## src/rtl/timepulse_gen.sv

```systemverilog
// timepulse_gen: turns the timer's CT / PHS2 / PHS4 phase levels into the one-hot
// T01..T12 time-pulse ring, a memory-cycle counter and a sticky phase-protocol error flag.
module timepulse_gen #(
    parameter int NPULSES = 12,
    parameter int MCT_W   = 16
) (
    input  logic               SIM_CLK,
    input  logic               SIM_RST,
    input  logic               PHS2,
    input  logic               PHS4,
    input  logic               CT,
    input  logic               GOJAM,
    input  logic               STOP,
    input  logic               ERR_CLR,
    output logic [NPULSES-1:0] T,
    output logic               P2_STB,
    output logic               P4_STB,
    output logic [MCT_W-1:0]   MCT,
    output logic               PHASE_ERR
);

    typedef enum logic [1:0] {
        WAIT_CT,
        EXP_P2,
        EXP_P4,
        EXP_CT
    } track_t;

    localparam logic [NPULSES-1:0] LP_T12 = {1'b1, {(NPULSES-1){1'b0}}};

    logic               r_ctQ;
    logic               r_p2Q;
    logic               r_p4Q;
    logic               r_armed;
    logic [NPULSES-1:0] r_t;
    logic [MCT_W-1:0]   r_mct;
    logic               r_live;
    logic               r_p2Stb;
    logic               r_p4Stb;
    logic               r_phaseErr;
    track_t             r_track;

    logic               w_ctRise;
    logic               w_p2Rise;
    logic               w_p4Rise;
    logic               w_multi;
    logic               w_atT12;
    logic               w_hold;
    logic               w_err;
    track_t             w_trackNext;

    // r_armed masks the first cycle after reset so a level already high at release
    // is not mistaken for a rising edge; it must toggle first.
    always_ff @(posedge SIM_CLK or negedge SIM_RST) begin
        if (!SIM_RST) begin
            r_ctQ   <= 1'b0;
            r_p2Q   <= 1'b0;
            r_p4Q   <= 1'b0;
            r_armed <= 1'b0;
        end else begin
            r_ctQ   <= CT;
            r_p2Q   <= PHS2;
            r_p4Q   <= PHS4;
            r_armed <= 1'b1;
        end
    end

    assign w_ctRise = r_armed & CT   & ~r_ctQ;
    assign w_p2Rise = r_armed & PHS2 & ~r_p2Q;
    assign w_p4Rise = r_armed & PHS4 & ~r_p4Q;
    assign w_multi  = (w_ctRise & w_p2Rise) | (w_ctRise & w_p4Rise) | (w_p2Rise & w_p4Rise);

    assign w_atT12  = r_t[NPULSES-1];
    assign w_hold   = STOP & w_atT12;

    // r_live marks a T12 reached by rotation; a T12 forced by reset or GOJAM is not
    // the end of a completed memory cycle, so leaving it does not bump MCT.
    always_ff @(posedge SIM_CLK or negedge SIM_RST) begin
        if (!SIM_RST) begin
            r_t    <= LP_T12;
            r_mct  <= '0;
            r_live <= 1'b0;
        end else if (GOJAM) begin
            r_t    <= LP_T12;
            r_live <= 1'b0;
        end else if (w_ctRise && !w_hold) begin
            r_t    <= {r_t[NPULSES-2:0], r_t[NPULSES-1]};
            r_live <= 1'b1;
            if (w_atT12 && r_live) begin
                r_mct <= r_mct + MCT_W'(1);
            end
        end
    end

    always_ff @(posedge SIM_CLK or negedge SIM_RST) begin
        if (!SIM_RST) begin
            r_p2Stb <= 1'b0;
            r_p4Stb <= 1'b0;
        end else begin
            r_p2Stb <= w_p2Rise;
            r_p4Stb <= w_p4Rise;
        end
    end

    always_comb begin
        w_err       = w_multi;
        w_trackNext = r_track;
        case (r_track)
            WAIT_CT: begin
                if (w_ctRise) w_trackNext = EXP_P2;
            end
            EXP_P2: begin
                if (w_p2Rise) w_trackNext = EXP_P4;
                if (w_ctRise || w_p4Rise) w_err = 1'b1;
            end
            EXP_P4: begin
                if (w_p4Rise) w_trackNext = EXP_CT;
                if (w_ctRise || w_p2Rise) w_err = 1'b1;
            end
            EXP_CT: begin
                if (w_ctRise) w_trackNext = EXP_P2;
                if (w_p2Rise || w_p4Rise) w_err = 1'b1;
            end
            default: w_trackNext = WAIT_CT;
        endcase
        // Resync on the next CT so one glitch does not cascade into a string of errors.
        if (w_err) begin
            w_trackNext = w_ctRise ? EXP_P2 : EXP_CT;
        end
    end

    always_ff @(posedge SIM_CLK or negedge SIM_RST) begin
        if (!SIM_RST) begin
            r_track    <= WAIT_CT;
            r_phaseErr <= 1'b0;
        end else begin
            r_track <= w_trackNext;
            if (w_err) begin
                r_phaseErr <= 1'b1;
            end else if (ERR_CLR) begin
                r_phaseErr <= 1'b0;
            end
        end
    end

    assign T         = r_t;
    assign P2_STB    = r_p2Stb;
    assign P4_STB    = r_p4Stb;
    assign MCT       = r_mct;
    assign PHASE_ERR = r_phaseErr;

    a_tOneHot: assert property (@(posedge SIM_CLK) disable iff (!SIM_RST) $onehot(r_t));

endmodule

```

## config.mk

```make
export PLATFORM = sky130hd
export DESIGN_NAME = timepulse_gen
export DESIGN_NICKNAME = d
export VERILOG_FILES = /design/src/rtl/timepulse_gen.sv
export SDC_FILE = /design/constraint.sdc
export NUM_CORES = 1
export LEC_CHECK = 0
export BUFFER_PORTS_ARGS = -buffer_cell sky130_fd_sc_hd__buf_2
export CORE_UTILIZATION = 57
export CTS_CLUSTER_SIZE = 8
export DETAILED_ROUTE_END_ITERATION = 12
export GPL_TIMING_DRIVEN = 0
export PLACE_DENSITY_LB_ADDON = 0.1
export SYNTH_ARGS = -nofsm -noshare
export SYNTH_HDL_FRONTEND = slang
export SYNTH_SLANG_ARGS = --single-unit
```

## constraint.sdc

```tcl
create_clock -name SIM_CLK -period 2.6 [get_ports SIM_CLK]
set_clock_uncertainty 0.1 [all_clocks]
set_input_delay 0.65 -clock SIM_CLK [delete_from_list [all_inputs] [get_ports SIM_CLK]]
set_output_delay 0.65 -clock SIM_CLK [all_outputs]
set_load 0.01 [all_outputs]
```

==> impl_metrics.yaml <==
job:
  maxCapViolCount: 0
sta:
  slew-limit-headroom_pct: 47.5
  hold_viol_final: 0
  post-route-period-util_pct: 70.9
  slew_viol_final: 0
  tightest_slew_ns: 0.788
  fmaxAchievable_mhz: 543
  grt_setup_unrepaired: "no"
  min_period_ns: 1.84
  finalSetupViolations: 0
  fin_setup_tns_ns: 0
worst_setup_path:
  path_buf_inv: 1
  setup.worst_path.start: "T[11]$_DFFE_PN1P_"
  cp_top_family: "flip-flops"
  cp_slowest_cell: "dfstp_2"
  crit_required_ns: 1.85
  reg2reg_from: "r_ctQ$_DFF_PN0_"
  worstPathArrival_ns: 1.09
  cp-endpoint: "T[11]"
  startpoint_type: "register"
  cp_cell_sequence: "buf_2"
  crit_cells: 1
  endpoint_kind: "output pin"
  r2r_cells: 3
  cp_max_fo: 7
  timing.setup.critical_path_class: "reg -> out"
  crit_path_max_incr_delay_ns: 0.60
  r2r_end: "MCT[1]$_DFFE_PN0P_"
  rrSetupSlack_ns: 0.80
clock_tree:
  numCtsBuffers: 5
  clk_path_buf_depth: 2
  cts_resized: 0
  clk_latency_ns: 0.34
  clk_pin_slew_worst_paths_ns: 0.10
  root_buffer: "clkbuf_4"
  hold_buffers: 0
  cts.sinks: 38
  tritoncts: "built"
  post_cts_buffers: 0
  htree_levels: 2
pwr:
  p_seq_share_pct: 52.5
  p_switching_uw: 325
  power_mw: 1.24
  internal_power_uw: 910
  p_sw_share_pct: 26.3
  vdd.ir_drop.worst_uv: 478
  clockPowerShare_pct: 30.7
  leakagePower_nw: 1.08
  power_density_nw_per_um2: 598
  pwr-share-comb_pct: 16.7
global_routing:
  first_global_vias: 1273
  grt_pass1_wl_mm: 5.55
  grt_max_degree: 39
  antenna_found_initial: 0
  gr-total-overflow: 0
  grtUsageTotal_pct: 22.4
drt:
  avgRoutedWirePerCell_microns: 13.2
  antenna_left: 0
  drc: 5
  drt_iter0_drc: 85
  drt-total-wl_mm: 3.15
  dr.pass1.iters: 8
  avgViaCountPerCell: 5.49
  vias: 1313
synth:
  yosys-top-cells-area: "dfrtp_1 (53%), nand2_1 (6.6%), ha_1 (4.3%)"
  synth_warnings: 0
  syn_area_sq_um: 1760
  synth_fp_nets: 176
  postSynthCellCount: 162
  synth_cell_types: 37
  synth_top_area_cell: "dfrtp_1"
  yosysSeqAreaShare_pct: 54.0
  postSynthAreaPerCell_sq_um: 10.9
  yosys.area.top_type_share_pct: 52.6
  synth-seq-cells: 38
status:
  status: "finished with violations"
  violations: "design-rule violations"
floorplan:
  rows: 19
  die_x_microns: 57.6
  core_sq_um: 2850
  io_pins: 39
  die_y_microns: 57.6
  initial_utilization_pct: 61.8
  die_area_sq_um: 3320
place:
  dp_hpwl_mm: 2.31
  placed_cells: 231
  numPortBuffers: 38
  place_congestion: 0.724
cells_and_area:
  drive_gt1_share_pct: 26.9
  syn_to_final_growth_pct: 17.3
  diodes: 0
  fin_util_pct: 72.4
  final_cells: 239
  nets: 221
min_path:
  hp-class: "in -> async"
[layout make-up]
cell class / count / area, sq um
well taps: 31 / 38.8
multi-input cells: 110 / 748
fillers: 222 / 787
plain buffers: 4 / 23.8
flip-flops and latches: 38 / 952
inverters: 10 / 37.5
repair buffers: 38 / 190
clock buffers: 7 / 45.0
clock inverters: 1 / 30.0
[state kept, by name, summed over array words and instances (netlist names)]
signal,flops
r_ctQ,1
r_p2Q,1
P4_STB,1
P2_STB,1
T,12
r_p4Q,1
r_track,2
MCT,16
PHASE_ERR,1
r_armed,1
r_live,1
[cells in the mapped netlist]
master and instances:
a222oi_1 1, nor4_2 1, nand4_4 2, o21ai_0 2
nand2b_1 2, a221oi_1 1, a21oi_1 13, buf_6 1
dfrtp_1 37, inv_1 10, a221o_1 1, buf_2 1
ha_1 6, a22oi_1 1, nand3_1 1, nand3_2 1
dfstp_2 1, nand3b_1 4, nor4b_2 1, mux2_2 1
nor3_1 5, mux2i_1 1, nand2_1 31, xor2_1 8
nor3b_2 1, or3_1 1, clkbuf_1 2, nand4_1 2
o211ai_1 3, conb_1 1, and3_1 1, and4b_2 1
nor2_1 6, and3b_1 1, and2_1 2, nor4_4 1
xnor2_1 7
[kinds of logic after synthesis]
family	count (synthesis)	share of synthesized area, %
other cells	1	0.213
simple gates	64	21.7
buf+inv	14	3.48
fa+ha+maj	6	4.26
flops	38	54.0
compound gates	22	7.60
xor+xnor	15	7.46
mux	2	1.21
[cells in the final DEF, fill, tap and decap left out, drive strengths merged, types with 3 or more instances in the layout]
master / instances
buf: 40
dfrtp: 37
nand2: 31
a21oi: 13
inv: 10
clkbuf: 9
xor2: 8
xnor2: 7
nor2: 6
ha: 6
nor3: 5
nand3b: 4
nand4: 4
o211ai: 3
[metal layers]
layer / part of all wire [%] / track usage (%) / vias to the layer above
met5: 0 / 0 / -
met4: 0.79 / 8.01 / 0
met3: 6.1 / 7.48 / 4
met2: 50 / 36.4 / 44
met1: 44 / 27.8 / 630
li1: - / - / 635
[power groups by stage]
stage | combinational [mW] | clock [mW] | sequential (mW)
after floorplan | 0.135 | 0 | 0.659
after CTS | 0.208 | 0.392 | 0.648
final | 0.206 | 0.380 | 0.649
after detailed placement | 0.207 | 0 | 0.659
after global placement | 0.189 | 0 | 0.656
after global routing | 0.238 | 0.408 | 0.652
[stage by stage]
stage | setup WS, ns | instance area (sq um) | hold WS [ns]
floorplan | 0.777 | 1760 | 0.254
global placement | 0.544 | 1990 | 0.351
detailed placement | 0.474 | 1990 | 0.356
CTS | 0.751 | 2070 | 0.302
global route | 0.694 | 2070 | 0.321
finish | 0.757 | 2070 | 0.282
[worst min path at each step]
stage / startpoint / endpoint / slack, ns
6_report: SIM_RST / MCT[3]$_DFFE_PN0P_ / 0.28
5_1_grt: PHS4 / r_p4Q$_DFF_PN0_ / 0.32
4_1_cts: SIM_RST / MCT[6]$_DFFE_PN0P_ / 0.30
3_5_place_dp: MCT[15]$_DFFE_PN0P_ / MCT[15]$_DFFE_PN0P_ / 0.36
3_3_place_gp: MCT[15]$_DFFE_PN0P_ / MCT[15]$_DFFE_PN0P_ / 0.35
2_1_floorplan: SIM_RST / MCT[0]$_DFFE_PN0P_ / 0.25
Power figures use the tool's default switching activity.
